$ cat config.mk
export PLATFORM = sky130hd
export DESIGN_NAME = barret_inv_for_1483
export DESIGN_NICKNAME = d
export VERILOG_FILES = /design/src/rtl/barret_1483_pkg.sv /design/src/rtl/mulred_1483.sv /design/src/rtl/barret_inv_for_1483.sv
export SDC_FILE = /design/constraint.sdc
export NUM_CORES = 1
export LEC_CHECK = 0
export ABC_AREA = 1
export CORE_MARGIN = 3
export CORE_UTILIZATION = 50
export DETAILED_ROUTE_END_ITERATION = 12
export MAX_ROUTING_LAYER = met4
export PLACE_DENSITY = 0.65
export SYNTH_ARGS = -nofsm -noshare
export SYNTH_HDL_FRONTEND = slang
export SYNTH_SLANG_ARGS = --single-unit
$ cat constraint.sdc
create_clock -name clk -period 17.8 [get_ports clk]
set_clock_uncertainty 0.2 [all_clocks]
set_input_delay 3.56 -clock clk [delete_from_list [all_inputs] [get_ports clk]]
set_output_delay 3.56 -clock clk [all_outputs]
set_load 0.02 [all_outputs]
$ cat src/rtl/barret_1483_pkg.sv
// Shared constants and FSM state type for the modular inverter over GF(1483).
package barret_1483_pkg;
  localparam int FW = 11;
  localparam int PW = 22;
  localparam logic [FW-1:0] Q   = 11'd1483;
  localparam logic [FW-1:0] EXP = 11'd1481;
  localparam logic [11:0]   MU  = 12'd2828;
  localparam logic [3:0]    IDX_MSB = 4'd10;

  typedef enum logic [1:0] {
    IDLE = 2'd0,
    SQR  = 2'd1,
    MUL  = 2'd2,
    DONE = 2'd3
  } state_t;
endpackage

$ cat src/rtl/mulred_1483.sv
// Combinational 11x11 multiply followed by Barrett reduction modulo 1483.
module mulred_1483
  import barret_1483_pkg::*;
(
  input  logic [FW-1:0] x_a,
  input  logic [FW-1:0] x_b,
  output logic [FW-1:0] r
);
  logic [PW-1:0] prod;
  logic [23:0]   qm;
  logic [11:0]   q_hat;
  logic [PW-1:0] qq;
  logic [12:0]   r0;
  logic [12:0]   r1;
  logic [12:0]   r2;

  assign prod  = {11'b0, x_a} * {11'b0, x_b};
  assign qm    = {12'b0, prod[PW-1:10]} * {12'b0, MU};
  assign q_hat = 12'(qm >> 12);
  assign qq    = {10'b0, q_hat} * {11'b0, Q};
  // q_hat undershoots the true quotient by at most 2, so the remainder is below 3*Q < 2^13.
  assign r0    = 13'(prod - qq);
  assign r1    = (r0 >= {2'b0, Q}) ? r0 - {2'b0, Q} : r0;
  assign r2    = (r1 >= {2'b0, Q}) ? r1 - {2'b0, Q} : r1;
  assign r     = 11'(r2);
endmodule

$ cat src/rtl/barret_inv_for_1483.sv
// Modular inverse a^-1 mod 1483 by Fermat exponentiation a^1481, square-and-multiply MSB first.
module barret_inv_for_1483
  import barret_1483_pkg::*;
(
  input  logic          clk,
  input  logic          rst_n,
  input  logic          in_valid,
  output logic          in_ready,
  input  logic [FW-1:0] din_a,
  output logic          out_valid,
  input  logic          out_ready,
  output logic [FW-1:0] dout_r,
  output logic          dout_err
);
  // Handshakes: a transfer happens on a rising edge where valid and ready are both 1;
  // the producer holds valid and data stable until that edge.
  state_t        state, state_n;
  logic [FW-1:0] acc, acc_n;
  logic [FW-1:0] a_reg, a_n;
  logic [3:0]    idx, idx_n;
  logic          err, err_n;
  logic [FW-1:0] a_red;
  logic [FW-1:0] mul_b;
  logic [FW-1:0] mr;
  logic [15:0]   exp_bits;

  assign exp_bits = {5'b0, EXP};
  assign a_red    = (din_a >= Q) ? din_a - Q : din_a;
  assign mul_b    = (state == MUL) ? a_reg : acc;

  mulred_1483 u_mulred (
    .x_a (acc),
    .x_b (mul_b),
    .r   (mr)
  );

  always_ff @(posedge clk or negedge rst_n) begin
    if (!rst_n) begin
      state <= IDLE;
      acc   <= 11'd1;
      a_reg <= '0;
      idx   <= IDX_MSB;
      err   <= 1'b0;
    end else begin
      state <= state_n;
      acc   <= acc_n;
      a_reg <= a_n;
      idx   <= idx_n;
      err   <= err_n;
    end
  end

  always_comb begin
    state_n = state;
    acc_n   = acc;
    a_n     = a_reg;
    idx_n   = idx;
    err_n   = err;
    case (state)
      IDLE: begin
        if (in_valid) begin
          a_n     = a_red;
          err_n   = (a_red == '0);
          acc_n   = 11'd1;
          idx_n   = IDX_MSB;
          state_n = SQR;
        end
      end
      SQR: begin
        acc_n = mr;
        if (exp_bits[idx])   state_n = MUL;
        else if (idx == 4'd0) state_n = DONE;
        else                  idx_n   = idx - 4'd1;
      end
      MUL: begin
        acc_n = mr;
        if (idx == 4'd0) begin
          state_n = DONE;
        end else begin
          idx_n   = idx - 4'd1;
          state_n = SQR;
        end
      end
      DONE: begin
        if (out_ready) state_n = IDLE;
      end
      default: state_n = IDLE;
    endcase
  end

  assign in_ready  = (state == IDLE);
  assign out_valid = (state == DONE);
  assign dout_r    = out_valid ? acc : '0;
  assign dout_err  = out_valid & err;
endmodule

# Yosys cells after proc, flatten, opt, wreduce, memory -nomap -nowiden
# Memory sizes are Yosys's and may differ from the RTL's.
# Index checks and enable logic that the tools add are counted.
[totals]
inputBits = 15
rom_bits = 16
out_inout_bits = 14
n_memories = 1
word_cells = 54
register_bits = 29
[classes]
eq_ne = 7
n_addsub = 5
order_cmp = 4
n_bitwise = 1
mux = 18
n_reduce_logical = 10
multipliers = 3
[memory_table]
columns = ["memory", "depth", "word_bits", "rd", "rd_clocked_by_memory_dff", "write_ports", "line", "source"]
rows = [
  ["(no name shown)", 16, 1, 1, 0, 0, "barret_inv_for_1483.sv:71", "if (exp_bits[idx]) state_n = MUL;"],
]
[ops]
columns = ["cell", "n"]
rows = [
  ["$mux W11", 5],
  ["$ge A13 B11 Y1 const B", 2],
  ["$mul A11 B11 Y22", 1],
  ["$mul A12 B10 Y22 const B", 1],
  ["$pmux W11 S2", 1],
  ["$sub A11 B11 Y11 const B", 2],
  ["$mul A12 B11 Y13 const B", 1],
  ["$mux W13", 1],
  ["$sub A13 B11 Y13 const B", 1],
  ["$sub A13 B13 Y13", 1],
  ["$mux W4", 3],
  ["$pmux W4 S3", 1],
  ["$ge A11 B11 Y1 const B", 1],
  ["$logic_not A11 Y1", 1],
  ["$mux W2", 5],
  ["$pmux W2 S4", 1],
  ["$reduce_and A3 Y1", 2],
  ["$lt A4 B5 Y1 const B", 1],
  ["$eq A2 B2 Y1 const B", 2],
  ["$logic_not A4 Y1", 1],
  ["$ne A2 B2 Y1 const B", 2],
  ["$reduce_and A2 Y1", 2],
  ["$sub A4 B1 Y4 const B", 1],
  ["$ne A3 B3 Y1 const B", 1],
  ["8 further kinds", 8],
]

# Logic depth before layout (Yosys ltp)
# Gate-level depths: netlist of the first run.
[logic_depth]
ltp_word = 11
ltp_mapped = 84
depth_no_buf = 81

# Hierarchy
# A second synthesis of the first run with hierarchy kept.
[unflattened]
cells_unflattened = 1639
hier_area_um2 = 11432.2
[modules_own_cells]
columns = ["mod", "cells_per_inst", "seq_area_each_um2", "instances", "area_per_inst_um2"]
rows = [
  ["mulred_1483", 1349, 0.0, 1, 9451.6],
  ["barret_inv_for_1483", 290, 729.4, 1, 1980.6],
]

# Least setup slack after synthesis of the first run
# OpenSTA, ideal clock, no wires.
[synth_path]
kind = "reg2reg"
from = "reg state[0]"
to = "reg acc[2]"
setup_ns = 0.133
required_ns = 17.467
n_path_buf = 3
slack_ns = 3.506
t_arrival_ns = 13.961
period_less_slack_ns = 14.294
path_stages_with_launch = 76
path_cell_list = "dfrtp_1 -> inv_1 -> ha_1 -> inv_1 -> clkbuf_1 -> nor2_1 -> inv_1 -> o21ai_0 -> inv_1 -> nand2_1 -> fa_1 -> fa_1 -> fa_1 -> inv_1 -> fa_1 -> inv_1 -> fa_1 -> inv_1 -> [... 40 more ...] -> inv_1 -> a21oi_1 -> nand2_2 -> nor2_4 -> buf_4 -> nand3_1 -> nand2_1 -> ha_1 -> inv_1 -> nor2_1 -> nand2_1 -> nor2_2 -> nand2_2 -> nand3_4 -> buf_6 -> nand2_1 -> nand3_1 -> o21ai_0"
[synth_via]
elab_chain_cells = 11
word_cells_on_any_way = 19
cone_classes = "add/sub: 3; mul: 3; order compare: 2; eq/ne: 3; mux: 4; reduce/logical: 4"
[synth_lines]
columns = ["element", "line", "source"]
rows = [
  ["start, declared", "barret_inv_for_1483.sv:17", "state_t state, state_n;"],
  ["start signal, assigned", "barret_inv_for_1483.sv:45", "state <= state_n;"],
  ["$eq A2 B2 Y1", "barret_inv_for_1483.sv:29, barret_inv_for_1483.sv:59", ""],
  ["$mux W11", "barret_inv_for_1483.sv:29", "assign mul_b = (state == MUL) ? a_reg : acc;"],
  ["$mul A11 B11 Y22", "mulred_1483.sv:17", "assign prod = {11'b0, x_a} * {11'b0, x_b};"],
  ["$mul A12 B10 Y22", "mulred_1483.sv:18", "assign qm = {12'b0, prod[PW-1:10]} * {12'b0, MU};"],
  ["$mul A12 B11 Y13", "mulred_1483.sv:20", "assign qq = {10'b0, q_hat} * {11'b0, Q};"],
  ["$sub A13 B13 Y13", "mulred_1483.sv:22", "assign r0 = 13'(prod - qq);"],
  ["$sub A13 B11 Y13 / $ge A13 B11 Y1 (equally long branches)", "mulred_1483.sv:23", "assign r1 = (r0 >= {2'b0, Q}) ? r0 - {2'b0, Q} : r0;"],
  ["$mux W13", "mulred_1483.sv:23", ""],
  ["$sub A11 B11 Y11 / $ge A13 B11 Y1 (equally long branches)", "mulred_1483.sv:24", "assign r2 = (r1 >= {2'b0, Q}) ? r1 - {2'b0, Q} : r1;"],
  ["$mux W11", "mulred_1483.sv:24", ""],
  ["$pmux W11 S2", "barret_inv_for_1483.sv:59", "case (state)"],
  ["end signal, assigned", "barret_inv_for_1483.sv:46", "acc <= acc_n;"],
  ["end, declared", "barret_inv_for_1483.sv:18", "logic [FW-1:0] acc, acc_n;"],
]
# Parallel ways exist; a longest one is shown, timed or not.
# A chain may end at the register's enable or synchronous reset.

# Worst setup path after layout of the first run
[layout_path]
from = "reg state[0]"
to = "reg acc[10]"
# Same word-level chain as after synthesis.

==> results.yml, run 1 <==
run_status:
  status: "complete, no violations"
synth:
  ys_ff_latch: 29
  synth_adder_area_share_pct: 44.5
  synth_top_family_by_area: "adder cells"
  synth-xor-area-share_pct: 5.60
  syn_area_sq_um: 10900
  yosys-top-cells-area: "fa_1 (24%), ha_1 (21%), inv_1 (13%), nand2_1 (11%), dfrtp_1 (6.0%)"
  yosys_warnings: 0
  ys_types: 48
  synth_mux_area_share_pct: 0.104
  synth_edf_count: 0
  syn_inst: 1509
  synth-main-ff-cell: "dfrtp_1"
  synth_compound_area_share_pct: 6.28
  synth_top_area_cell: "fa_1"
  syn_area_per_cell_sq_um: 7.21
  synthArstFlopShare_pct: 100
  synth_nets: 1834
  synthSimpleGateAreaFrac_pct: 22.2
  ys_seq_area_share_pct: 6.71
  synth.top_cell.area_share_pct: 23.6
floorplan:
  initial_core_util_pct: 51.2
  fp-row-count: 53
  die_h_um: 153
  core_region_area_sq_um: 21200
  dieArea_sq_um: 23600
  ios: 29
  chipWidth_um: 153
cells_and_area:
  multi_input_area_sq_um: 8560
  final_area_sq_um: 11500
  diodes: 0
  stdcell_count: 1803
  drive_above_1_share_pct: 3.34
  fin_util_pct: 54.4
  register_area_sq_um: 729
  nFillCells: 2097
  syn_to_final_growth_pct: 6.20
  layout.nets: 1852
timing:
  fin_tns_setup_ns: 0
  hold_viol: 0
  grt_setup_unrepaired: "no"
  fmax_mhz: 61.0
  slew_headroom_pct: 30.9
  drv_slew: 0
  setup_viol: 0
  min_period_ns: 16.39
  fin_crit_sh_pct: 92.1
  tightest_slew_ns: 1.03
setup_path:
  startpoint: "state[0]"
  crit_type: "flop to flop"
  cp-end-kind: "flop"
  crit_fanout: 13
  worstReg2RegStart: "state[0]"
  regToRegEndpoint: "acc[10]"
  worst_path_max_delay_cell: "fa_1"
  worstPathArrival_ns: 16.36
  endpoint: "acc[10]"
  critPathLaunchType: "flop"
  slowest_delay_ns: 0.56
  critical_path_required_ns: 17.77
  cp_common_cell: "nand2_1"
  reg2reg_setup_slack_ns: 1.41
  rr_worst_depth: 72
clock_tree:
  clkSlewWorstSetupHoldPaths_ns: 0.05
  clock_path_buffers: 2
  cts-resized-gates: 0
  clk-insertion-delay-late_ns: 0.27
  htreeDepth: 2
  cts_tree: "done"
  root_buffer: "clkbuf_16"
  post-cts-setup-buffer-count: 0
  clock_sinks: 29
  hold_buffers: 0
  cts_buffers: 5
global_routing:
  grt_antenna_before_repair: 0
  grt_pass1_vias: 9199
  grt_util_all_layers_pct: 23.0
  grt_pass1_wl_um: 44300
  overflow: 0
  grt_max_degree: 30
detailed_routing:
  post_drt_wl_per_cell_um: 14.2
  drc: 0
  ant_nets: 0
  drtPass1Iterations: 6
  via_count: 9122
  drtIter0Drc: 493
  vias_per_cell: 5.06
  wirelength_um: 25600
min_path:
  hold_class: "flop to flop"
place:
  dp_hpwl_um: 22400
  dp_cells: 1795
  placed_area_sq_um: 11400
  port_buffers: 28
  gp_congestion: 0.969
job:
  drv_cap: 0
## worst max-delay path, delay by kind of cell, from the launching register on
kind / cells / cell delay, ns
compound gates: 9 / 2.19
buf+inv: 15 / 1.42
simple gates: 27 / 2.98
flops: 1 / 0.42
fa+ha+maj: 18 / 7.98
xor+xnor: 3 / 1.03
## synth_stat cells (4+ instances only)
master    count
ha_1        182
buf_6         4
a31oi_1       4
inv_1       381
a21oi_1      53
nand2_2      12
nor3_1        7
o21ai_0      28
o21bai_1      6
xor2_1       44
inv_2         6
nand3_1      68
clkbuf_1      5
nand4_1      17
o21ai_1       7
nand2_1     327
nor2_2        5
buf_4         6
dfrtp_1      26
xnor2_1      20
nor2_1      123
a21o_1        6
fa_1        128
## cell type report
cell class	instances	area share [%]
Tap cell	275	2.98
Multi-Input combinational cell	1072	74.1
Clock buffer	6	1.12
Sequential cell	29	6.32
Timing Repair Buffer	29	2.49
Inverter	390	12.7
Clock inverter	2	0.303
## how the worst min path moves through the flow
stage | startpoint | endpoint | slack (ns) | cells after the start
after global placement | a_reg[6] | a_reg[6] | 0.27 | 2
after global routing | a_reg[6] | a_reg[6] | 0.31 | 2
after detailed placement | a_reg[6] | a_reg[6] | 0.28 | 2
after CTS | a_reg[6] | a_reg[6] | 0.29 | 2
after floorplan | a_reg[6] | a_reg[6] | 0.24 | 2
final | a_reg[6] | a_reg[6] | 0.28 | 2
## stage by stage
| stage | worst slack, ns | hold WS (ns) |
|---|---|---|
| after floorplan | 3.51 | 0.242 |
| after global placement | 1.75 | 0.268 |
| after detailed placement | 1.58 | 0.276 |
| after CTS | 1.49 | 0.287 |
| after global routing | 0.140 | 0.306 |
| final | 1.41 | 0.279 |
## cells by family (layout without fill, tap and decap cells)
kind of cell | after synthesis | after routing
adders and majority gates | 310 | 310
AOI/OAI and AO/OA | 120 | 120
buffers and inverters | 408 | 427
DFF | 29 | 29
muxes | 1 | 1
and+or+nand+nor | 574 | 574
xor gates and xnor gates | 67 | 67
## placed cells by master (no fill, tap or decap), types with 2 or more instances in the layout
cell	instances
clkbuf_16	5
nand3_2	3
nand3b_1	2
clkdlybuf4s50_1	28
nor2_2	5
clkinv_1	3
nand3_1	68
xnor2_1	20
inv_2	6
dfrtp_1	26
o21bai_1	6
nand4_1	17
a211oi_1	3
o21ai_0	28
nand2_2	12
fa_1	128
a21oi_1	53
inv_1	381
nor4_1	3
o21a_1	3
nor2_1	123
nor3_1	7
xor2_2	3
o21ai_2	2
ha_1	182
o21ai_1	7
o31ai_1	2
dfstp_2	3
a31oi_1	4
nand2_1	327
a21o_1	6
nor2_4	2
xor2_1	44
## layer usage
layer | vias up | GRT usage [%] | routed length, um
li1 | 4607 | - | -
met1 | 4273 | 32.4 | 12300
met2 | 203 | 36.5 | 11600
met3 | 39 | 2.41 | 1120
met4 | 0 | 4.42 | 563
met5 | - | - | 0
Power of run 1 is left out: the tool's default activity adds up to more than one toggle a clock period on the data nets, which glitch-free logic cannot reach.
==> inputs of run 2 (changes only) <==
--- a/config.mk
+++ b/config.mk
@@ -10,7 +10,8 @@
 export CORE_UTILIZATION = 50
 export DETAILED_ROUTE_END_ITERATION = 12
 export MAX_ROUTING_LAYER = met4
-export PLACE_DENSITY = 0.65
+export PLACE_DENSITY = 0.67
 export SYNTH_ARGS = -nofsm -noshare
 export SYNTH_HDL_FRONTEND = slang
 export SYNTH_SLANG_ARGS = --single-unit
+export TNS_END_PERCENT = 20
==> run 2 against run 1 <==
  * Non-clock buffer count up 2
  * Final cell count up 0.11%
  * Core utilization down 0.053 points
  * Hold slack better by 0.0040 ns
  * Cell area about the same
  * Via count down 0.53%
  * Setup slack better by 0.085 ns
  * Highest routed layer unchanged
  * First-iteration DRC count down 3.2%
  * Largest cell class unchanged
==> results.yml, run 2 (same netlist as run 1, synthesis figures left out) <==
timing:
  setup_slack_ns: 1.49
  hold_viol: 0
  tightest_slew_ns: 0.983
  setup_viol: 0
  grt_setup_unrepaired: "no"
  drv_slew: 0
  slew_headroom_pct: 34.5
  fin_crit_sh_pct: 91.6
  whs_ns: 0.283
  fmax_mhz: 61.3
  min_period_ns: 16.31
  fin_tns_setup_ns: 0
clock_tree:
  clkSlewWorstSetupHoldPaths_ns: 0.05
  clk-insertion-delay-late_ns: 0.27
  root_buffer: "clkbuf_16"
  cts-resized-gates: 0
  htreeDepth: 2
  hold_buffers: 0
  clock_sinks: 29
  clock_path_buffers: 2
  post-cts-setup-buffer-count: 0
  cts_buffers: 5
  cts_tree: "done"
floorplan:
  die_h_um: 153
  fp-row-count: 53
  dieArea_sq_um: 23600
  core_region_area_sq_um: 21200
  ios: 29
  initial_core_util_pct: 51.2
  chipWidth_um: 153
global_routing:
  grt_util_all_layers_pct: 22.0
  grt_antenna_before_repair: 0
  grt_pass1_wl_um: 42700
  overflow: 0
  grt_pass1_vias: 9065
  grt_max_degree: 30
setup_path:
  cp_common_cell: "nand2_1"
  crit_type: "flop to flop"
  slowest_delay_ns: 0.57
  worst_path_max_delay_cell: "fa_1"
  worstPathArrival_ns: 16.27
  crit_fanout: 13
  critical_path_required_ns: 17.76
  cp-end-kind: "flop"
  critPathLaunchType: "flop"
detailed_routing:
  ant_nets: 0
  vias_per_cell: 5.03
  via_count: 9074
  drc: 0
  routed.top_layer: "met4"
  route.met2.wl_um: 11500
  wl_met1_um: 11600
  drtPass1Iterations: 5
  post_drt_wl_per_cell_um: 13.8
  drtIter0Drc: 477
  met3WireLength_um: 1120
  wirelength_um: 24800
cells_and_area:
  layout_common_cells: "inv_1 (381), nand2_1 (327), ha_1 (182)"
  fin_util_pct: 54.4
  nFillCells: 2110
  syn_to_final_growth_pct: 6.10
  diodes: 0
  layout.nets: 1854
  drive_above_1_share_pct: 3.40
  final_common_cell: "inv_1"
job:
  drv_cap: 0
min_path:
  hold_class: "flop to flop"
place:
  pre_cts_ws_ns: 1.61
  port_buffers: 28
  gp_congestion: 0.936
  dp_hpwl_um: 21900
run_status:
  status: "complete, no violations"
-- run 2: cell type report --
cell class / count / area (sq um) / share of cell area, %
clock buffers: 7 / 133 / 1.15
multi-input cells: 1072 / 8560 / 74.2
repair buffers: 31 / 303 / 2.62
flip-flops and latches: 29 / 729 / 6.32
well taps: 275 / 344 / 2.98
inverters: 390 / 1460 / 12.7
clock inverters: 1 / 5.00 / 0.0434
-- run 2: final timing paths --
path	startpoint	to	slack, ns	depth (start not counted)
worst min register to register	a_reg[3]	a_reg[3]	0.28	2
worst min-delay path	a_reg[3]	a_reg[3]	0.28	2
max in group asynchronous	rst_n	idx[1]	13.60	2
min in group asynchronous	rst_n	a_reg[4]	3.49	2
worst max-delay path	state[0]	acc[10]	1.49	72
worst max register to register	state[0]	acc[10]	1.49	72
-- run 2: through the flow --
stage          area, sq um  cells
5_1_grt              11500   1805
2_1_floorplan        10900   1509
6_report             11500   1805
3_3_place_gp         11400   1797
4_1_cts              11500   1805
3_5_place_dp         11400   1797
-- run 2: per-layer routing --
layer	track usage, %	up-vias
li1	-	4613
met2	35.1	191
met5	-	-
met1	30.1	4229
met4	4.79	0
met3	3.00	41
-- run 2: worst max-delay path: cells and delay by family, from the launching register on --
kind | cells | cell delay (ns)
compound gates | 9 | 1.94
xor+xnor | 3 | 1.11
fa+ha+maj | 18 | 8.03
buf+inv | 16 | 1.58
flops | 1 | 0.41
simple gates | 26 | 2.86
Power of run 2 is left out for the same reason.
==> variant (flow settings as in run 1) <==
Encoding of `state_t`: now one-hot (4 bits for 4 states).
--- a/src/rtl/barret_1483_pkg.sv
+++ b/src/rtl/barret_1483_pkg.sv
@@ -9,7 +9,7 @@
 
-  typedef enum logic [1:0] {
-    IDLE = 2'd0,
-    SQR  = 2'd1,
-    MUL  = 2'd2,
-    DONE = 2'd3
+  typedef enum logic [3:0] {
+    IDLE = 4'b0001,
+    SQR  = 4'b0010,
+    MUL  = 4'b0100,
+    DONE = 4'b1000
   } state_t;
Check against the original RTL: no difference found for any inputs over 10 cycles, from zero or initial values and one cycle with rst_n low; not proved beyond that.
==> variant against run 1 <==
- highest routed layer unchanged
- sequential cell count is 2 higher
- via count is 0.67% higher
- synthesized area is 0.84% higher
- largest cell class unchanged
- fmax grew 3.4%
- cell area grew 1.1%
- worst setup slack better by 0.54 ns
- wire length is 1.2% lower
- critical path type unchanged
Power is not shown: default switching activity piles up to over one toggle a cycle in this logic, so the estimate is an artifact.
==> variant: results (changes against run 1) <==
Placed design
  – GP Congestion: 0.952 (-1.7%)
  – # port buffers: 28 (unchanged)
  – Post-detail-place hpwl: 22200 um (-0.84%)

Cells and area
  – Ant diodes: 0 (unchanged)
  – Share of cells above drive strength 1: 3.19% (-0.15 points)
  – Fill count: 2157 (+2.9%)

Clock tree
  – Post-cts resize count: 0 (unchanged)
  – Clock buffer depth: 2 (unchanged)
  – H-tree depth: 2 (unchanged)
  – Clk root buf: clkbuf_16
  – CTS Buf Count: 5 (unchanged)
  – Buffers inserted by post-CTS timing repair: 0 (unchanged)
  – Clk pin slew, worst setup/hold paths: 0.06 ns
  – Worst-Skew Late Latency: 0.28 ns

Critical path
  – Critical Path Max Stage Delay: 0.57 ns
  – CP Launch Point: state[0]
  – Crit Path Max Fanout: 14 (+1)
  – R2r worst-path depth: 78 (+8.3%)
  – Arrival time worst endpoint: 15.82 ns (-0.54 ns)
  – Top cell family by delay on the critical path: adder cells
  – Worst setup path endpoint: acc[8]
  – Critical path's slowest cell: fa_1
  – Reg2reg setup slack: 1.95 ns (+0.54 ns)

Synth
  – Syn Inst Count: 1549 (+2.7%)
  – Post-synth top cells: inv_1 (397), nand2_1 (351), ha_1 (178)
  – Sequential fraction of the synthesis area: 7.12% (+0.41 points)
  – Most area-consuming cells after synthesis: fa_1 (23%), ha_1 (20%), inv_1 (14%)
  – Main synth FF type: dfrtp_1
  – Post-synth ARST share: 100% (unchanged)
  – Ys Warns: 0 (unchanged)
  – Mapped Nets: 1870 (+2.0%)
  – Distinct cell type count after synthesis: 48 (unchanged)

Min path
  – Min-Delay Path Depth: 2 (unchanged)
  – Hold_sp: a_reg[4]
  – Worst Hold Path EP: a_reg[4]
  – Hold Crit Class: reg -> reg

Status
  – Status: completed

GRT
  – Largest net degree at the start of global routing: 32 (+6.7%)
  – Gr usage total: 22.4% (-0.62 points)
  – First-pass GRT wire length: 43300 um (-2.3%)
  – Vias in the first global route: 9010 (-2.1%)
  – Initial antenna violation count: 0 (unchanged)

Routing
  – Total wire length: 25300 um (-1.2%)
  – 1st-iter DRT viols: 518 (+5.1%)
  – Drt pass-1 iters: 6 (unchanged)
  – Routed wire per std cell: 13.7 um (-3.3%)
  – Vias/cell: 4.99 (-1.5%)

STA
  – Worst-Margin Slew: 1.02 ns (-0.00880 ns)
  – WHS: 0.282 ns (+0.00217 ns)
## variant: cell count changes in the layout (fill, tap and decap cells not counted), moves of 4 or more
| cell | before | now |
|---|---|---|
| nor2_1 | 123 | 137 |
| ha_1 | 182 | 178 |
| inv_1 | 381 | 397 |
| nand2_2 | 12 | 8 |
| nand3_1 | 68 | 83 |
| nand3b_1 | 2 | 7 |
| a21oi_1 | 53 | 41 |
| nand2_1 | 327 | 351 |
## variant: metal layers
metal | vias to the layer above | track usage (%) | wire (um)
met5 | - | - | 0
met4 | 0 | 1.93 | 104
met3 | 12 | 2.56 | 1020
met2 | 176 | 35.8 | 11900
met1 | 4298 | 32.1 | 12300
li1 | 4697 | - | -
## variant: metrics by stage
step / utilization (%) / setup slack, ns / instance area [um^2]
floorplan: - / 3.71 / 11000
global placement: 54.1 / 2.30 / 11500
detailed placement: 54.1 / 2.09 / 11500
CTS: 54.8 / 1.98 / 11700
global route: 54.8 / 0.681 / 11700
finish: 54.8 / 1.95 / 11700
## variant: final cells by class
class	count	share of cell area, %
Timing Repair Buffer	31	2.59
Clock inverter	3	0.375
Sequential cell	31	6.69
Inverter	402	12.9
Tap cell	275	2.95
Clock buffer	5	1.07
Multi-Input combinational cell	1095	73.4
## variant: logic make-up after synthesis
kind of cell / share of synthesized area, %
xor+xnor: 5.25
buf+inv: 14.7
compound gates: 5.16
flops: 7.12
simple gates: 24.0
mux: 0.0913
fa+ha+maj: 43.7
## variant: worst reg2reg max path: cells and delay by family (launching register included)
kind | cells | cell delay, ns
AO/OA/AOI/OAI | 10 | 1.76
XOR/XNOR | 4 | 0.97
adder cells (fa/ha/maj) | 16 | 7.09
buffers and inverters | 16 | 1.83
flip-flops | 1 | 0.53
AND/OR/NAND/NOR | 32 | 3.37
